$ cat config.mk
export PLATFORM = sky130hd
export DESIGN_NAME = fc_weight_loader
export DESIGN_NICKNAME = d
export VERILOG_FILES = /design/src/rtl/fc_weight_loader.sv
export SDC_FILE = /design/constraint.sdc
export NUM_CORES = 1
export LEC_CHECK = 0
export ABC_CLOCK_PERIOD_IN_PS = 2200
export BUFFER_PORTS_ARGS = -buffer_cell sky130_fd_sc_hd__buf_2
export CORE_MARGIN = 2
export CORE_UTILIZATION = 50
export DETAILED_ROUTE_END_ITERATION = 16
export PLACE_DENSITY = 0.87
export SYNTH_ARGS = -nofsm -noshare
export SYNTH_HDL_FRONTEND = slang
export SYNTH_SLANG_ARGS = --single-unit
$ cat constraint.sdc
create_clock -name clk_i -period 2.2 [get_ports clk_i]
set_clock_uncertainty 0.15 [all_clocks]
set_input_delay 0.22 -clock clk_i [delete_from_list [all_inputs] [get_ports clk_i]]
set_output_delay 0.22 -clock clk_i [all_outputs]
set_load 0.1 [all_outputs]
$ cat src/rtl/fc_weight_loader.sv
// Streams weight/bias words into a row buffer and writes one assembled row per
// memory address, then pulses done_o. Layer inference is only enabled while idle.
module fc_weight_loader #(
    parameter int WORD_SIZE             = 16,
    parameter int LAYER_HEIGHT          = 2,
    parameter int PREVIOUS_LAYER_HEIGHT = 4,
    localparam int ADDR_W               = $clog2(PREVIOUS_LAYER_HEIGHT + 1)
) (
    input  logic                                   clk_i,
    input  logic                                   reset_i,
    input  logic                                   start_i,
    input  logic                                   abort_i,
    input  logic [WORD_SIZE-1:0]                   data_i,
    input  logic                                   valid_i,
    output logic                                   ready_o,
    output logic [LAYER_HEIGHT-1:0][WORD_SIZE-1:0] weight_o,
    output logic [ADDR_W-1:0]                      waddr_o,
    output logic                                   mem_wen_o,
    output logic                                   infer_en_o,
    output logic                                   busy_o,
    output logic                                   done_o
);

    localparam int COL_W = (LAYER_HEIGHT > 1) ? $clog2(LAYER_HEIGHT) : 1;
    localparam logic [COL_W-1:0]  LAST_COL = COL_W'(LAYER_HEIGHT - 1);
    localparam logic [ADDR_W-1:0] LAST_ROW = ADDR_W'(PREVIOUS_LAYER_HEIGHT);

    typedef enum logic [1:0] {
        IDLE,
        FILL,
        WRITE,
        DONE
    } state_t;

    state_t                                 state_q, state_d;
    logic [COL_W-1:0]                       col_q, col_d;
    logic [ADDR_W-1:0]                      row_q, row_d;
    logic [LAYER_HEIGHT-1:0][WORD_SIZE-1:0] buf_q, buf_d;
    logic [LAYER_HEIGHT-1:0][WORD_SIZE-1:0] weight_q, weight_d;
    logic [ADDR_W-1:0]                      waddr_q, waddr_d;

    always_ff @(posedge clk_i or posedge reset_i) begin
        if (reset_i) begin
            state_q  <= IDLE;
            col_q    <= '0;
            row_q    <= '0;
            buf_q    <= '0;
            weight_q <= '0;
            waddr_q  <= '0;
        end else begin
            state_q  <= state_d;
            col_q    <= col_d;
            row_q    <= row_d;
            buf_q    <= buf_d;
            weight_q <= weight_d;
            waddr_q  <= waddr_d;
        end
    end

    // Abort wins over both a word transfer and the row write.
    always_comb begin
        state_d  = state_q;
        col_d    = col_q;
        row_d    = row_q;
        buf_d    = buf_q;
        weight_d = weight_q;
        waddr_d  = waddr_q;
        case (state_q)
            IDLE: begin
                if (start_i) begin
                    state_d = FILL;
                    col_d   = '0;
                    row_d   = '0;
                end
            end
            FILL: begin
                if (abort_i) begin
                    state_d = IDLE;
                end else if (valid_i) begin
                    buf_d[col_q] = data_i;
                    if (col_q == LAST_COL) begin
                        col_d   = '0;
                        state_d = WRITE;
                    end else begin
                        col_d = col_q + COL_W'(1);
                    end
                end
            end
            WRITE: begin
                if (abort_i) begin
                    state_d = IDLE;
                end else begin
                    weight_d = buf_q;
                    waddr_d  = row_q;
                    if (row_q == LAST_ROW) begin
                        state_d = DONE;
                    end else begin
                        row_d   = row_q + ADDR_W'(1);
                        state_d = FILL;
                    end
                end
            end
            DONE: begin
                state_d = IDLE;
            end
            default: begin
                state_d = IDLE;
            end
        endcase
    end

    // The live row is presented during WRITE; the last committed row is held otherwise.
    always_comb begin
        ready_o    = (state_q == FILL);
        mem_wen_o  = (state_q == WRITE) && !abort_i;
        weight_o   = (state_q == WRITE) ? buf_q : weight_q;
        waddr_o    = (state_q == WRITE) ? row_q : waddr_q;
        infer_en_o = (state_q == IDLE);
        busy_o     = (state_q == FILL) || (state_q == WRITE);
        done_o     = (state_q == DONE);
    end

endmodule

==> metrics.txt, run 1 <==
most common cell in the netlist nand2_1; Iter 0 DRT Violations 161; Ant. Diodes 0; FF-to-FF setup slack 0.26 ns; Worst-path clk slew 0.08 ns; # DRC 0; most used routing layer met2; Die ar. 7420 um^2; share of layout cells above drive strength 1 0.415; Area Growth Syn to Fin 41.7%; top-area cell type share of the netlist area 0.541; Hold Violations, Final 0; FP Rows 29; Net Count, Synth 330; Setup WS pre-CTS 0.193 ns; ys flop type dfrtp_1; placed instance area 4310 um^2; GR Layer Usage met2 0.394; WP data arrival 1.78 ns; kind of critical path reg -> out; Worst Tran Pin Value 0.512 ns; via count 2530; clock buffer depth 2; Worst path top cell family by delay buffers and inverters; Post-layout nets 412; f_max 465 MHz; Detailed Place HPWL 5180 um; area of the multi-input gates 1460 um^2; Critical-path top delay cell dfrtp_1; Rel. slew slack 0.658; die width 86.2 um; Seq/Total Area, Yosys 0.541; Synth area leaders dfrtp_1 (54%), mux2_2 (22%), nand2_1 (12%), ha_1 (2.2%), buf_2 (1.5%); worst path cell trace inv_2 > ha_4 > buf_12 > mux2_2 > buf_12; Synth Cell Area 3370 um^2; met1 usage 0.266; largest net degree at the start of global routing 53; initial antenna violation count 0; Max-Cap Viols 0; Worst Hold Class in -> reg; Hold Slack 0.0229 ns; # fillers 395; gr usage total 0.227; asr flop ratio synth 1.00; Final Util 0.745; final worst setup slack 0.0505 ns; Worst setup SP type flip-flop; Skew-Pair Late Insertion Delay 0.35 ns; vias in the first global route 2738; IO Port Bufs 60; synthesized instance count 303; routability congestion estimate 0.804; post-synthesis cell type count 33; Wirelength per Cell 16.8 um; CORE AREA 6420 um^2; Crit path top cell by count buf_12; root buffer cell clkbuf_8; DRT Pass-1 Iters 6; Post-Route WL 7830 um; FF+latch count, synth 73; cell taking the most area after synthesis dfrtp_1; CTS H-tree depth 3; Post-synth EDFFs 0; first-pass GRT wire length 12900 um; Slew Viols, Final 0; min cycle time layout 2.15 ns; Initial Utilization 0.525; gr ovfl total 0; Worst Setup End Kind output port; Routed Antenna Nets 0; clock sinks 73; synth cell count leaders nand2_1 (105), dfrtp_1 (73), mux2_2 (67); crit path max fanout 19; synthesized area per cell 11.1 um^2; CP Buf/Inv Count 3; Setup-failing EPs final 0; Syn. warnings 0; RSZ-0062 raised after global routing yes; Reg2Reg Depth 7; vias per cell 5.42; worst hold stages 2; worst endpoint required time 1.83 ns; Inserted Clock Buffers 9; design area 4780 um^2; register area 1830 um^2; critical path's largest stage delay 0.40 ns; # IOs 61; met3 Use GR 0.0760; CTS tree built; Levels on crit path 5; period utilisation layout 0.977; status completed; DIE HEIGHT 86.2 um
## final cells by class
class,count,share of cell area
Sequential cell,73,0.382
Multi-Input combinational cell,208,0.306
Timing Repair Buffer,86,0.230
Clock inverter,7,0.0298
Clock buffer,9,0.0259
Tap cell,77,0.0201
Inverter,7,0.00628
## layer usage
| layer | vias to the layer above | routed length (um) |
|---|---|---|
| met4 | 0 | 112 |
| met3 | 13 | 382 |
| met1 | 1277 | 3260 |
| met2 | 65 | 4080 |
| met5 | - | 0 |
| li1 | 1175 | - |
## path summary, 6_finish.rpt
kind,from,to
max in group asynchronous,reset_i,buf_q[26]
min reg2reg,weight_q[30],weight_q[30]
min,abort_i,state_q[0]
max,state_q[0],weight_o[13]
min in group asynchronous,reset_i,weight_q[31]
max reg2reg,state_q[0],row_q[2]
## logic make-up after synthesis
family / after synthesis / synth area share
AO/OA/AOI/OAI: 13 / 0.0293
AND/OR/NAND/NOR: 122 / 0.150
multiplexers: 67 / 0.224
flip-flops: 73 / 0.541
buffers and inverters: 22 / 0.0337
adder cells (fa/ha/maj): 6 / 0.0222
## worst reg2reg max path: cells and delay by family (launching register included)
kind,cells,cell delay [ns]
buf+inv,3,0.63
flops,1,0.40
simple gates,2,0.35
fa+ha+maj,1,0.19
compound gates,1,0.15
## cells in the final DEF, fill, tap and decap left out, types with 2 or more instances in the layout
master         Yosys  layout
buf_12             0      37
buf_2             10      24
buf_4              1       6
buf_6              2       2
bufinv_16          0       4
clkbuf_8           0       9
clkinv_4           0       2
dfrtp_1           73      73
dlygate4sd3_1      0      17
ha_1               6       3
ha_4               0       2
inv_1              6       4
mux2_2            67      67
nand2_1          105     105
nand3_1            2       2
nor2_1             3       3
o21ai_0            4       4
## state kept, by name, indices dropped and copies added (netlist names)
register / count
waddr_q: 3
buf_q: 32
row_q: 3
weight_q: 32
col_q: 1
state_q: 2
## per-stage QoR
step	setup TNS (ns)	instances
6_report	0	467
5_1_grt	-0.0625	467
4_1_cts	0	467
3_5_place_dp	0	433
3_3_place_gp	0	433
2_1_floorplan	0	303
## timing repair
| item | 4_1_cts | 5_1_grt |
|---|---|---|
| setup endpoints to repair | 36 | 11 |
| endpoints found under the hold margin | 53 | 0 |
| gates resized for setup | 8 | 0 |
| buffers inserted | 1 | 0 |
| hold buffers | 17 | 0 |
Power of run 1 is not shown: default switching activity piles up to over one toggle a cycle in this logic, so the estimate is an artifact.
==> run 2: changes to the inputs <==
--- a/config.mk
+++ b/config.mk
@@ -10,6 +10,7 @@
 export CORE_MARGIN = 2
 export CORE_UTILIZATION = 50
 export DETAILED_ROUTE_END_ITERATION = 16
+export GPL_TIMING_DRIVEN = 0
 export PLACE_DENSITY = 0.87
 export SYNTH_ARGS = -nofsm -noshare
 export SYNTH_HDL_FRONTEND = slang
==> metrics.txt, run 2 (synthesis results as in run 1) <==
status completed; # DRC 0; Routed Antenna Nets 0; WP data arrival 1.77 ns; initial antenna violation count 0; via count 2595; vias in the first global route 2741; Setup-failing EPs final 0; CORE AREA 6420 um^2; CTS tree built; Largest regs buf_q x32, weight_q x32; most common library cell in the layout ignoring fill and taps nand2_1; FP Rows 29; Initial Utilization 0.525; IO Port Bufs 60; Final Util 0.699; register area 1830 um^2; first-pass GRT wire length 13100 um; Hold Violations, Final 0; Worst Hold Class in -> reg; met1 usage 0.289; Worst Setup End Kind output port; RSZ-0062 raised after global routing yes; area of the multi-input gates 1460 um^2; met3 Use GR 0.0452; Slew Viols, Final 0; # IOs 61; period utilisation layout 0.973; # fillers 454; gr usage total 0.235; GR Layer Usage met2 0.395; root buffer cell clkbuf_8; Post-Route WL 8150 um; Die ar. 7420 um^2; Worst Tran Pin Value 0.548 ns; Ant. Diodes 0; Detailed Place HPWL 5180 um; clock buffer depth 2; clock sinks 73; share of layout cells above drive strength 1 0.419; vias per cell 5.45; DRT Pass-1 Iters 4; Worst setup SP type flip-flop; f_max 467 MHz; design area 4490 um^2; Hold Slack 0.0546 ns; Skew-Pair Late Insertion Delay 0.35 ns; largest net degree at the start of global routing 41; most used routing layer met2; kind of critical path reg -> out; Area Growth Syn to Fin 33.1%; Inserted Clock Buffers 9; post-route setup TNS 0 ns; Post-layout nets 421; commonest cells after routing, fill and taps aside nand2_1 (105), dfrtp_1 (73), mux2_2 (67); Wirelength per Cell 17.1 um; Worst-path clk slew 0.08 ns; Max-Cap Viols 0; placed instance area 3830 um^2; DIE HEIGHT 86.2 um; Rel. slew slack 0.635; crit path max fanout 10; worst endpoint required time 1.83 ns; routability congestion estimate 0.816; CTS H-tree depth 3; min cycle time layout 2.14 ns; Iter 0 DRT Violations 195; gr ovfl total 0; die width 86.2 um
## run 2: per-stage QoR
stage | setup WS [ns] | cells
final | 0.0593 | 476
after global routing | -0.00561 | 476
after CTS | 0.0270 | 476
after detailed placement | -0.0776 | 442
after global placement | -0.00642 | 440
after floorplan | 0.158 | 303
## run 2: worst max-delay path: stages, from the launching register on
cell and delay (ns):
dfrtp_1 0.39, inv_2 0.10, ha_4 0.19, buf_8 0.16, mux2_2 0.38, buf_6 0.19
## run 2: layer usage
layer  part of all wire  vias up
li1                   -     1187
met1               0.42     1306
met2               0.51       85
met3              0.047       17
met4              0.027        0
met5                  0        -
## run 2: worst paths after layout
check / start / endpoint / slack [ns] / cells past startpoint
setup / recovery: state_q[0] / weight_o[30] / 0.06 / 5
hold / removal: start_i / row_q[0] / 0.05 / 3
setup reg to reg: state_q[1] / buf_q[4] / 0.23 / 6
hold reg to reg: weight_q[28] / weight_q[28] / 0.33 / 2
max in group asynchronous: reset_i / buf_q[27] / 1.06 / 5
min in group asynchronous: reset_i / row_q[0] / 0.18 / 3
## run 2: repair_timing
item	4_1_cts	5_1_grt
setup buffers	1	0
setup endpoints to repair	36	12
hold endpoints to repair	78	0
gates resized for setup	76	10
hold buffers	18	0
## run 2: final cells by class
type                       instances  share of cell area
clock buffer                      10              0.0284
timing repair buffer              81               0.168
clock inverter                     6              0.0184
inverter                           7             0.00724
sequential                        73               0.407
multi-input combinational        208               0.325
tap                               77              0.0214
buffer                            14              0.0248
Power of run 2 is left out for the same reason.
